## src/rtl/uart_rx_framer.sv

```systemverilog
// uart_rx_framer: oversampling 8N1-style UART receive framer, LSB first.
// Synchronises rxd, validates the start bit at its midpoint, samples each
// data bit at its midpoint and checks the stop bit.
//
// Output handshake: rec_valid is a one-cycle strobe with no ready. rec_data
// is updated in the same cycle rec_valid rises and holds until the next good
// frame. A consumer that misses the strobe loses it. frame_err is a one-cycle
// strobe that never coincides with rec_valid and leaves rec_data untouched.
module uart_rx_framer #(
  parameter int DATA_BITS = 8,
  parameter int OS_FACTOR = 16
) (
  input  logic                 clk,
  input  logic                 rst,
  input  logic                 os_tick,
  input  logic                 rxd,
  output logic [DATA_BITS-1:0] rec_data,
  output logic                 rec_valid,
  output logic                 frame_err,
  output logic                 rx_busy
);

  localparam int OW = $clog2(OS_FACTOR);
  localparam int BW = (DATA_BITS > 1) ? $clog2(DATA_BITS) : 1;

  // Start is confirmed when the incremented count reaches half a bit minus one,
  // so the detecting tick plus these ticks lands near the start-bit midpoint.
  localparam logic [OW-1:0] HALF_M1  = OW'(OS_FACTOR / 2 - 1);
  localparam logic [OW-1:0] LAST_OS  = OW'(OS_FACTOR - 1);
  localparam logic [BW-1:0] LAST_BIT = BW'(DATA_BITS - 1);

  typedef enum logic [2:0] {
    S_IDLE  = 3'd0,
    S_START = 3'd1,
    S_DATA  = 3'd2,
    S_STOP  = 3'd3,
    S_BREAK = 3'd4
  } state_t;

  state_t               state_q, state_d;
  logic [OW-1:0]        os_cnt_q, os_cnt_d, os_cnt_inc;
  logic [BW-1:0]        bit_cnt_q, bit_cnt_d;
  logic [DATA_BITS-1:0] shift_q, shift_d;
  logic [DATA_BITS-1:0] rec_data_d;
  logic                 rec_valid_d;
  logic                 frame_err_d;
  logic [1:0]           sync_q;
  logic                 rxd_s;

  // Two-flop synchroniser for the asynchronous line; resets to idle-high.
  always_ff @(posedge clk) begin
    if (rst) begin
      sync_q <= 2'b11;
    end else begin
      sync_q <= {sync_q[0], rxd};
    end
  end

  assign rxd_s      = sync_q[1];
  assign os_cnt_inc = os_cnt_q + OW'(1);

  // State, counters, shift register and registered output strobes.
  always_ff @(posedge clk) begin
    if (rst) begin
      state_q   <= S_IDLE;
      os_cnt_q  <= '0;
      bit_cnt_q <= '0;
      shift_q   <= '0;
      rec_data  <= '0;
      rec_valid <= 1'b0;
      frame_err <= 1'b0;
    end else begin
      state_q   <= state_d;
      os_cnt_q  <= os_cnt_d;
      bit_cnt_q <= bit_cnt_d;
      shift_q   <= shift_d;
      rec_data  <= rec_data_d;
      rec_valid <= rec_valid_d;
      frame_err <= frame_err_d;
    end
  end

  // Next-state logic; everything advances only on os_tick.
  always_comb begin
    state_d     = state_q;
    os_cnt_d    = os_cnt_q;
    bit_cnt_d   = bit_cnt_q;
    shift_d     = shift_q;
    rec_data_d  = rec_data;
    rec_valid_d = 1'b0;
    frame_err_d = 1'b0;
    if (os_tick) begin
      case (state_q)
        S_IDLE: begin
          if (!rxd_s) begin
            state_d  = S_START;
            os_cnt_d = '0;
          end
        end
        S_START: begin
          if (os_cnt_inc == HALF_M1) begin
            if (rxd_s) begin
              // Line went back high before the midpoint: treat as a glitch.
              state_d = S_IDLE;
            end else begin
              state_d   = S_DATA;
              os_cnt_d  = '0;
              bit_cnt_d = '0;
            end
          end else begin
            os_cnt_d = os_cnt_inc;
          end
        end
        S_DATA: begin
          if (os_cnt_q == LAST_OS) begin
            shift_d  = {rxd_s, shift_q[DATA_BITS-1:1]};
            os_cnt_d = '0;
            if (bit_cnt_q == LAST_BIT) begin
              state_d = S_STOP;
            end else begin
              bit_cnt_d = bit_cnt_q + BW'(1);
            end
          end else begin
            os_cnt_d = os_cnt_inc;
          end
        end
        S_STOP: begin
          if (os_cnt_q == LAST_OS) begin
            os_cnt_d = '0;
            if (rxd_s) begin
              rec_data_d  = shift_q;
              rec_valid_d = 1'b1;
              state_d     = S_IDLE;
            end else begin
              frame_err_d = 1'b1;
              state_d     = S_BREAK;
            end
          end else begin
            os_cnt_d = os_cnt_inc;
          end
        end
        S_BREAK: begin
          // A held-low line must return high before a new start is accepted.
          if (rxd_s) begin
            state_d = S_IDLE;
          end
        end
        default: begin
          state_d = S_IDLE;
        end
      endcase
    end
  end

  assign rx_busy = (state_q != S_IDLE);

endmodule

```

## config.mk

```make
export PLATFORM = sky130hd
export DESIGN_NAME = uart_rx_framer
export DESIGN_NICKNAME = d
export VERILOG_FILES = /design/src/rtl/uart_rx_framer.sv
export SDC_FILE = /design/constraint.sdc
export NUM_CORES = 1
export LEC_CHECK = 0
export CAP_MARGIN = 20
export CORE_ASPECT_RATIO = 0.75
export CORE_MARGIN = 2
export CORE_UTILIZATION = 45
export DETAILED_ROUTE_END_ITERATION = 6
export DONT_BUFFER_PORTS = 1
export HOLD_SLACK_MARGIN = 0.03
export SYNTH_ARGS = -nofsm -noshare
export SYNTH_HDL_FRONTEND = slang
export SYNTH_SLANG_ARGS = --single-unit
```

## constraint.sdc

```tcl
create_clock -name clk -period 3.3 [get_ports clk]
set_clock_uncertainty 0.15 [all_clocks]
set_input_delay 0.66 -clock clk [delete_from_list [all_inputs] [get_ports clk]]
set_output_delay 0.66 -clock clk [all_outputs]
set_load 0.02 [all_outputs]
```

======== Word-level counts from Yosys, hierarchy flattened ========
Index checks and enable logic that the tools add are counted.
operators by class
  add/subtract/negate cells ............... 2
  multiply operators ...................... 0
  div/mod/pow operators ................... 0
  order comparisons ....................... 0
  eq/ne operators ......................... 15
  shift operators ......................... 0
  mux-type cells .......................... 20
  bitwise operators ....................... 3
  reduce and logical (&&, ||, !) cells .... 11
operators with widths
  kind                 number
  $mux 3               11
  $ne 2x2->1 const B   8
  $pmux 3 s5           1
  $mux 4               3
  $pmux 4 s3           1
  $reduce_and 7->1     1
  $eq 3x2->1 const B   2
  $eq 3x3->1 const B   2
  $pmux 3 s2           1
  $reduce_and 6->1     1
  $reduce_bool 3->1    2
  $add 4x1->4 const B  1
  $eq 4x3->1 const B   1
  $eq 4x4->1 const B   1
  $reduce_and 4->1     1
  $reduce_or 4->1      1
  $add 3x1->3 const B  1
  $eq 3x1->1 const B   1
  $logic_not 3->1      1
  $not 1->1            3
  $reduce_and 3->1     1
  $mux 1               2
  $mux 2               1
  $reduce_and 2->1     1
  other kinds (2)      2
storage, ports and cells
  bits in registers ....................... 30
  latch bits .............................. 0
  RAM bits ................................ 0
  bits in read-only memories .............. 0
  input port bits ......................... 4
  output and inout port bits .............. 11
  logic and storage cells ................. 59
  memories kept ........................... 0

======== Depth between registers and ports, before layout ========
Gate-level depths: netlist of the first run.
  word-level depth ........................ 4
  mapped depth ............................ 7
  gate-level depth less buffers ........... 7

======== Worst setup path after synthesis of the first run ========
No wires, ideal clock.
  kind .................................... input to register
  start ................................... input os_tick
  end ..................................... register rec_data[5]
  setup time .............................. 0.128 ns
  data arrival time ....................... 1.549 ns
  data required time ...................... 3.022 ns
  slack ................................... 1.474 ns
  cell stages on the path ................. 6
  path buffers ............................ 1
  cell sequence ........................... nor2b_1 -> nand4_1 -> or2_1 -> buf_4 -> mux2i_1 -> nor2_1
on the way
  word-level cells in the longest chain between the ends .. 1
RTL lines
  element                            RTL line  source
  start: declaration                 15        input logic os_tick,
  $reduce_and 4->1 (no source line)  n/a
  end signal: assignment             77        rec_data <= rec_data_d;
  end: declaration                   17        output logic [DATA_BITS-1:0] rec_data,
No other way between the ends.
A chain may end at the register's enable or synchronous reset.

======== Worst setup path after layout of the first run ========
  start ................................... register os_cnt_q[1]
  end ..................................... register rec_data[1]
on the way
  word-level cells in the longest chain between the ends .. 2
RTL lines
  element                            RTL line  source
  start: declaration                 41        logic [OW-1:0] os_cnt_q, os_cnt_d, os_cnt_inc;
  start signal: assignment           74        os_cnt_q <= os_cnt_d;
  $eq 4x4->1                         128       if (os_cnt_q == LAST_OS) begin
  $reduce_and 4->1 (no source line)  n/a
No other way between the ends.

==> results.sh, run 1 <==
export IMPL_rr_worst_depth=6
export IMPL_p_sw_frac=0.212
export IMPL_io_pins=15
export IMPL_synth_cells=155
export IMPL_htreeDepth=2
export IMPL_period_share=0.634
export IMPL_die_area_mm2=0.00377
export IMPL_switchingPower_uw=162
export IMPL_power_frac_seq=0.490
export IMPL_grt_max_degree=30
export IMPL_start_util=0.460
export IMPL_clockRootBuffer="clkbuf_8"
export IMPL_hold_depth=1
export IMPL_final_seq_area_um2=601
export IMPL_post_place_ws_ns=1.17
export IMPL_avgSynthCellArea_um2=9.57
export IMPL_drt_iter0_markers=148
export IMPL_clkTransAtPathRegs_ns=0.06
export IMPL_diodes=0
export IMPL_grt_pass1_wl_mm=4.66
export IMPL_die_y_um=53.7
export IMPL_cp_start_kind="register"
export IMPL_syn_cell_area_mm2=0.00148
export IMPL_p_per_area_mw_per_mm2=492
export IMPL_areaGrowthSynthToFinish_pct=4.73
export IMPL_cts_made_buffers=5
export IMPL_fin_ws_ns=1.21
export IMPL_crit_required_ns=3.32
export IMPL_core_area_mm2=0.00322
export IMPL_grt_pass1_vias=968
export IMPL_tritoncts="built"
export IMPL_drive_gt1_frac=0.131
export IMPL_power_leakage_nw=0.637
export IMPL_nFillCells=317
export IMPL_path_delay_family="simple AND/OR/NAND/NOR gates"
export IMPL_async_flop_share=0
export IMPL_cp_end_kind="register"
export IMPL_clkLatencyLatePin_ns=0.28
export IMPL_crit_chain="ha_1 -> and3_2 -> nand4_1 -> or2_1 -> mux2i_1 -> nor2_1"
export IMPL_synth_top_area_frac=0.405
export IMPL_period_needed_ns=2.09
export IMPL_synth_warning_count=0
export IMPL_drt_total_wl_mm=2.77
export IMPL_grt_usage=0.162
export IMPL_synth_top_area_cell="dfxtp_1"
export IMPL_rows=18
export IMPL_synthDistinctLibCells=45
export IMPL_crit_type="register to register"
export IMPL_reg2reg_slack_ns=1.21
export IMPL_first_pass_iters=4
export IMPL_worstHoldEndpoint="sync_q[1]"
export IMPL_worst_r2r_startpoint="os_cnt_q[1]"
export IMPL_cp_arrival_ns=2.11
export IMPL_worstReg2RegEnd="rec_data[1]"
export IMPL_min_delay_start="sync_q[0]"
export IMPL_power_frac_clock=0.468
export IMPL_die_w_um=70.3
export IMPL_power_share_combinational=0.042
export IMPL_dpl_hpwl_mm=1.92
export IMPL_hold_viol=0
export IMPL_vias=1085
export IMPL_synth_edf_count=0
export IMPL_setup_viol=0
export IMPL_port_buffers=0
export IMPL_cp_slowest_stage_delay_ns=0.45
export IMPL_synth_seq_area_share=0.405
export IMPL_clock_fmax_ghz=0.478
export IMPL_maxSlewViolCount=0
export IMPL_ir_drop_mv=0.248
export IMPL_clock_sinks=30
export IMPL_yosysMostFrequentCell="dfxtp_1"
export IMPL_ys_flop_type="dfxtp_1"
export IMPL_vias_per_cell=5.62
export IMPL_tns_ns=0
export IMPL_crit_buf_inv=0
export IMPL_wl_per_cell_um=14.3
export IMPL_cts_hold_buffers=0
export IMPL_nets=160
export IMPL_rsz0062_at_grt="false"
export IMPL_syn_nets=163
export IMPL_hold_path_class="register to register"
export IMPL_maxCapViolations=0
export IMPL_drtAntennaViolNets=0
export IMPL_crit_fanout=9
export IMPL_status="finished, final reports clean"
export IMPL_synthTopCellsByArea="dfxtp_1 41%, mux2i_1 14%, nor2_1 7.3%, ha_1 3.4%, clkbuf_8 2.8%"
export IMPL_synth_common_cells="30 x dfxtp_1, 29 x nor2_1, 20 x mux2i_1"
export IMPL_ys_ff_latch=30
export IMPL_antenna_found_initial=0
export IMPL_multi_input_area_um2=774
export IMPL_place_gp_congestion=0.883
export IMPL_overflow=0
export IMPL_max_slew_margin=0.671
export IMPL_drc=0
export IMPL_tightest_slew_ns=0.494
export IMPL_intPower_uw=602
export IMPL_crit_path_top_delay_cell="dfxtp_1"
export IMPL_cts_buffer_depth=2
export IMPL_cts_repair_resized=0
export IMPL_post_cts_buffers=0
-- per-stage QoR --
stage | hold slack (ns) | cell area [um2] | util | total power [mW] | instances
4_1_cts | 0.267 | 1550 | 0.482 | 0.773 | 193
6_report | 0.263 | 1550 | 0.482 | 0.763 | 193
3_3_place_gp | 0.244 | 1440 | 0.448 | 0.414 | 185
2_1_floorplan | 0.239 | 1480 | - | 0.417 | 155
3_5_place_dp | 0.247 | 1440 | 0.448 | 0.414 | 185
5_1_grt | 0.277 | 1550 | 0.482 | 0.795 | 193
-- power by group through the flow --
stage	clock network (mW)	logic, mW	registers [mW]
after floorplan	0	0.0406	0.376
after global placement	0	0.0318	0.382
after detailed placement	0	0.0318	0.382
after CTS	0.367	0.0320	0.374
after global routing	0.385	0.0356	0.375
final	0.357	0.0321	0.374
-- per-layer routing --
metal,track usage,wire (um)
met1,0.219,1420
met2,0.234,1160
met5,0,0
met4,0.0673,7
met3,0.0599,177
-- area by class of cell --
| class | count | share of cell area |
|---|---|---|
| clock inverter | 3 | 0.0258 |
| clock buffer | 5 | 0.0443 |
| multi-input combinational | 110 | 0.499 |
| tap | 40 | 0.0322 |
| sequential | 30 | 0.387 |
| inverter | 5 | 0.0121 |
-- flip-flops by register name, indices dropped and copies added (netlist names) --
signal	cells
bit_cnt_q	3
sync_q	2
shift_q	8
frame_err	1
state_q	3
rec_data	8
os_cnt_q	4
rec_valid	1
-- worst register-to-register path, cell delays in order, from the launching register on --
cell     delay [ns]
dfxtp_1        0.45
ha_1           0.28
and3_2         0.26
nand4_1        0.12
or2_1          0.43
mux2i_1        0.23
nor2_1         0.06
-- worst max-delay path by stage --
stage	from	to	slack [ns]	depth (start not counted)
finish	os_cnt_q[1]	rec_data[1]	1.21	6
global route	os_cnt_q[1]	rec_data[1]	1.02	6
CTS	os_cnt_q[1]	rec_data[1]	1.19	6
detailed placement	os_tick	rec_data[1]	1.17	5
global placement	os_tick	rec_data[1]	1.21	5
floorplan	os_tick	rec_data[5]	1.47	6
-- layout by cell type, fill, tap and decap left out, types with 2 or more instances in the layout --
cell,synthesis,layout
clkbuf_8,3,5
o211ai_1,2,2
a21oi_1,4,4
nand4_1,3,3
dfxtp_1,30,30
mux2i_1,20,20
nor2b_1,2,2
ha_1,4,4
or2_2,2,2
nor2_1,29,29
and3_1,4,4
nor3_1,3,3
inv_1,5,5
o21ai_0,5,5
a31oi_1,3,3
clkinv_2,0,2
nand2_1,5,5
-- cells by family (layout without fill, tap and decap cells) --
| family | count (synthesis) | after routing | synth area share |
|---|---|---|---|
| AND/OR/NAND/NOR | 58 | 58 | 0.196 |
| buffers and inverters | 15 | 13 | 0.0726 |
| AO/OA/AOI/OAI | 28 | 28 | 0.158 |
| adder cells (fa/ha/maj) | 4 | 4 | 0.0338 |
| flip-flops | 30 | 30 | 0.405 |
| multiplexers | 20 | 20 | 0.135 |
Note: power is estimated with default switching activity, not from simulation.
==> inputs of run 2 (changes only) <==
==> constraint.sdc (replaced) <==
create_clock -name clk -period 1.8 [get_ports clk]
set_clock_uncertainty 0.15 [all_clocks]
set_input_delay 0.36 -clock clk [delete_from_list [all_inputs] [get_ports clk]]
set_output_delay 0.36 -clock clk [all_outputs]
set_load 0.02 [all_outputs]
==> run 2 against run 1 <==
The flow now finishes with violations (negative hold slack, negative setup slack); power increased by 73%; register-to-register slack got worse by 1.3 ns; routed wire length increased by 12%; cell count increased by 9.8%; critical path depth increased by 1; die area unchanged; sequential share of layout area decreased by 5.0 points; setup slack got worse by 1.3 ns; critical path type unchanged; largest power group unchanged; highest routed layer unchanged.
==> results.sh, run 2 (synthesized netlist as in run 1, its figures left out) <==
export IMPL_ir_drop_mv=0.688
export IMPL_fin_ws_ns=-0.0429
export IMPL_tns_ns=-0.0702
export IMPL_drtAntennaViolNets=0
export IMPL_tritoncts="built"
export IMPL_cts_made_buffers=5
export IMPL_grt_pass1_vias=1051
export IMPL_cp_start_kind="register"
export IMPL_cts_buffer_depth=2
export IMPL_die_area_mm2=0.00377
export IMPL_power_leakage_nw=0.737
export IMPL_port_buffers=0
export IMPL_period_share=1.02
export IMPL_first_pass_iters=4
export IMPL_tightest_slew_ns=0.326
export IMPL_max_slew_margin=0.781
export IMPL_layout_common_cells="28 x nor2_1, 22 x dfxtp_1, 19 x mux2i_1"
export IMPL_p_per_area_mw_per_mm2=722
export IMPL_violations="negative hold slack, negative setup slack"
export IMPL_crit_chain="inv_4 -> ha_4 -> nand2_2 -> o31a_4 -> a211oi_4 -> mux2i_1 -> nor2_1"
export IMPL_crit_path_top_delay_cell="dfxtp_4"
export IMPL_hold_path_class="input pin to register"
export IMPL_diodes=0
export IMPL_crit_type="register to register"
export IMPL_mostFrequentLayoutCell="nor2_1"
export IMPL_crit_fanout=4
export IMPL_core_area_mm2=0.00322
export IMPL_reg_top3="rec_data x8, shift_q x8, os_cnt_q x4"
export IMPL_rows=18
export IMPL_clock_sinks=30
export IMPL_setup_viol=3
export IMPL_drt_iter0_markers=85
export IMPL_maxCapViolations=0
export IMPL_fin_cells=212
export IMPL_cp_end_kind="register"
export IMPL_vias_per_cell=5.59
export IMPL_overflow=0
export IMPL_drt_total_wl_mm=3.11
export IMPL_status="complete, but fails checks"
export IMPL_cp_arrival_ns=1.85
export IMPL_grt_max_degree=30
export IMPL_drc=0
export IMPL_dpl_hpwl_mm=2.13
export IMPL_clock_fmax_ghz=0.543
export IMPL_holdWs_ns=-0.00540
export IMPL_grt_usage=0.170
export IMPL_clkTransAtPathRegs_ns=0.06
export IMPL_maxSlewViolCount=0
export IMPL_drive_gt1_frac=0.343
export IMPL_htreeDepth=2
export IMPL_die_w_um=70.3
export IMPL_dp_cells=201
export IMPL_period_needed_ns=1.84
export IMPL_cp_slowest_stage_delay_ns=0.37
export IMPL_clockRootBuffer="clkbuf_8"
export IMPL_start_util=0.460
export IMPL_nFillCells=276
export IMPL_rsz0062_at_grt="true"
export IMPL_areaGrowthSynthToFinish_pct=23.4
export IMPL_die_y_um=53.7
export IMPL_hold_depth=1
export IMPL_vias=1185
export IMPL_crit_required_ns=1.81
export IMPL_hold_viol=1
export IMPL_clkLatencyLatePin_ns=0.27
export IMPL_wl_per_cell_um=14.7
export IMPL_antenna_found_initial=0
export IMPL_grt_pass1_wl_mm=4.91
export IMPL_io_pins=15
export IMPL_nets=179
export IMPL_place_gp_congestion=0.821
export IMPL_rr_worst_depth=7
[run 2: cell types whose count changed in the layout (fill, tap and decap cells not counted), moves of 2 or more]
cell     delta
dfxtp_2     +6
ha_4        +4
buf_4      +17
dfxtp_4     +2
dfxtp_1     -8
ha_1        -4
[run 2: worst max-delay path: cells and delay by family, from the launching register on]
family,cells,cell delay [ns]
mux,1,0.25
compound gates,2,0.66
fa+ha+maj,1,0.13
flops,1,0.37
simple gates,2,0.12
buf+inv,1,0.06
[run 2: worst paths after layout]
path                            slack, ns      endpoint   startpoint
worst max register to register      -0.04  bit_cnt_q[2]  os_cnt_q[0]
worst min register to register       0.26     sync_q[1]    sync_q[0]
worst min-delay path               -0.005   os_cnt_q[3]          rst
worst max-delay path                -0.04  bit_cnt_q[2]  os_cnt_q[0]
[run 2: area by class of cell]
class                   instances  area [um2]  share of cell area
clock buffers                   7        86.3              0.0472
clock inverters                 1        5.00             0.00274
inverters                       5        21.3              0.0116
multi-input cells             110         892               0.488
flip-flops and latches         30         616               0.337
well taps                      40        50.0              0.0274
repair buffers                 19         159              0.0869
[run 2: power breakdown]
part | switching (mW) | internal (mW)
logic | 0.0499 | 0.0496
registers | 0.0108 | 0.670
clock network | 0.232 | 0.308
total | 0.293 | 1.03
[run 2: through the flow]
| step | setup slack (ns) | power, mW | util | area, um2 |
|---|---|---|---|---|
| final | -0.0429 | 1.32 | 0.568 | 1830 |
| after global routing | -0.0890 | 1.38 | 0.568 | 1830 |
| after CTS | -0.0421 | 1.33 | 0.555 | 1790 |
| after detailed placement | -0.0615 | 0.778 | 0.494 | 1590 |
| after global placement | -0.0491 | 0.776 | 0.494 | 1590 |
| after floorplan | 0.00114 | 0.766 | - | 1500 |
[run 2: layer usage]
metal / share of wire / global-route usage / wire [um]
met5: 0 / 0 / 0
met2: 0.44 / 0.269 / 1380
met1: 0.49 / 0.216 / 1510
met3: 0.059 / 0.0655 / 183
met4: 0.0096 / 0.0545 / 30
[run 2: repair_timing]
action / CTS / global route
setup buffers: 2 / 1
gates resized for setup: 18 / 11
endpoints found under the setup margin: 14 / 16
endpoints found under the hold margin: 25 / 25
pin swaps: 4 / 5
==> inputs of run 3 (changes only) <==
--- a/config.mk
+++ b/config.mk
@@ -12,6 +12,7 @@
 export DETAILED_ROUTE_END_ITERATION = 6
 export DONT_BUFFER_PORTS = 1
 export HOLD_SLACK_MARGIN = 0.03
+export PLACE_DENSITY = 0.67
 export SYNTH_ARGS = -nofsm -noshare
 export SYNTH_HDL_FRONTEND = slang
 export SYNTH_SLANG_ARGS = --single-unit
==> run 3 against run 2 <==
The flow still finishes with violations (negative hold slack, negative setup slack); final area shrank 1.2%; global-route usage grew 0.29 points; critical path type unchanged; sequential share of layout area grew 0.26 points; count of clock-buffer cells in the layout is the same; flip-flop and latch count is the same; critical path depth is the same; register-to-register slack is essentially flat; routed wire length grew 0.68%.
==> results.sh, run 3 (synthesized netlist as in run 1, its figures left out) <==
export IMPL_status="complete, but fails checks"
export IMPL_violations="negative hold slack, negative setup slack"
export IMPL_mostFrequentLayoutCell="nor2_1"
export IMPL_clkLatencyLatePin_ns=0.28
export IMPL_maxCapViolations=0
export IMPL_crit_chain="ha_4 -> ha_4 -> and2b_2 -> o221ai_2 -> a211oi_4 -> mux2i_1 -> nor2_1"
export IMPL_fin_ws_ns=-0.0396
export IMPL_p_sw_frac=0.229
export IMPL_hold_path_class="input pin to register"
export IMPL_max_slew_margin=0.775
export IMPL_crit_path_top_delay_cell="dfxtp_2"
export IMPL_cpMostUsedCell="ha_4"
export IMPL_cp_slowest_stage_delay_ns=0.34
export IMPL_vias_per_cell=5.57
export IMPL_cp_start_kind="register"
export IMPL_power_leakage_nw=0.718
export IMPL_setup_viol=4
export IMPL_ir_drop_mv=0.568
export IMPL_power_frac_clock=0.416
export IMPL_postLayoutCoreUtil=0.561
export IMPL_vias=1175
export IMPL_cp_end_kind="register"
export IMPL_clockRootBuffer="clkbuf_8"
export IMPL_nets=178
export IMPL_io_pins=15
export IMPL_die_area_mm2=0.00377
export IMPL_grt_pass1_wl_mm=4.95
export IMPL_drtAntennaViolNets=0
export IMPL_overflow=0
export IMPL_p_per_area_mw_per_mm2=736
export IMPL_period_share=1.02
export IMPL_crit_type="register to register"
export IMPL_drc=0
export IMPL_intPower_mw=1.03
export IMPL_path_delay_family="compound AO/OA/AOI/OAI gates"
export IMPL_hold_viol=11
export IMPL_first_pass_iters=4
export IMPL_cp_arrival_ns=1.86
export IMPL_clock_fmax_ghz=0.544
export IMPL_dpl_hpwl_mm=2.15
export IMPL_port_buffers=0
export IMPL_start_util=0.460
export IMPL_die_w_um=70.3
export IMPL_crit_required_ns=1.82
export IMPL_tightest_slew_ns=0.334
export IMPL_cts_hold_buffers=2
export IMPL_reg_top3="rec_data x8, shift_q x8, os_cnt_q x4"
export IMPL_diodes=0
export IMPL_drt_total_wl_mm=3.13
export IMPL_grt_pass1_vias=1132
export IMPL_cts_buffer_depth=2
export IMPL_crit_buf_inv=0
export IMPL_place_gp_congestion=0.898
export IMPL_grt_max_degree=30
export IMPL_holdWs_ns=-0.0125
export IMPL_power_frac_seq=0.511
export IMPL_drt_iter0_markers=70
export IMPL_power_share_combinational=0.073
export IMPL_rsz0062_at_grt="true"
export IMPL_clock_sinks=30
export IMPL_wl_per_cell_um=14.8
export IMPL_htreeDepth=2
export IMPL_drive_gt1_frac=0.316
export IMPL_grt_usage=0.173
export IMPL_layout_common_cells="29 x nor2_1, 22 x dfxtp_1, 20 x mux2i_1"
export IMPL_core_area_mm2=0.00322
export IMPL_cts_made_buffers=5
export IMPL_period_needed_ns=1.84
export IMPL_clkTransAtPathRegs_ns=0.06
export IMPL_crit_fanout=3
export IMPL_switchingPower_uw=304
export IMPL_tritoncts="built"
export IMPL_areaGrowthSynthToFinish_pct=21.9
export IMPL_die_y_um=53.7
export IMPL_maxSlewViolCount=0
export IMPL_antenna_found_initial=0
export IMPL_rows=18
run 3: path summary, 6_finish.rpt:
| kind | startpoint | to | slack, ns | cells past startpoint |
|---|---|---|---|---|
| max | bit_cnt_q[0] | bit_cnt_q[0] | -0.04 | 7 |
| min | rst | os_cnt_q[3] | -0.01 | 1 |
| max reg2reg | bit_cnt_q[0] | bit_cnt_q[0] | -0.04 | 7 |
| min reg2reg | shift_q[0] | shift_q[0] | 0.35 | 2 |
run 3: layout make-up:
type,instances,area [um2]
Clock buffer,7,86.3
Clock inverter,1,5.00
Fill cell,284,1410
Inverter,5,18.8
Multi-Input combinational cell,110,882
Sequential cell,30,613
Tap cell,40,50.0
Timing Repair Buffer,18,153
run 3: layer usage:
metal | track usage | vias up | share of wire
met2 | 0.280 | 27 | 0.46
met1 | 0.206 | 556 | 0.47
met4 | 0.0929 | 0 | 0.023
li1 | - | 583 | -
met5 | 0 | - | 0
met3 | 0.0599 | 9 | 0.049
run 3: per-stage QoR:
step	cell area, um2	instances	worst slack (ns)	power [mW]	TNS [ns]
final	1810	211	-0.0396	1.33	-0.0976
after detailed placement	1580	200	-0.0800	0.777	-0.693
after global placement	1580	200	-0.0267	0.775	-0.196
after CTS	1770	211	-0.0402	1.34	-0.0918
after global routing	1810	211	-0.124	1.39	-0.545
after floorplan	1500	155	0.00114	0.766	0
run 3: timing repair:
item,4_1_cts,5_1_grt
gates resized for setup,14,9
setup buffers,1,0
pin swaps,2,1
cloned,0,0
setup endpoints to repair,14,18
hold endpoints to repair,27,25
run 3: power groups by stage:
| stage | Clock, mW | Combinational [mW] | Sequential [mW] |
|---|---|---|---|
| 6_report | 0.553 | 0.0973 | 0.680 |
| 4_1_cts | 0.567 | 0.0907 | 0.679 |
| 3_3_place_gp | 0 | 0.0812 | 0.694 |
| 2_1_floorplan | 0 | 0.0758 | 0.690 |
| 3_5_place_dp | 0 | 0.0834 | 0.694 |
| 5_1_grt | 0.606 | 0.108 | 0.681 |
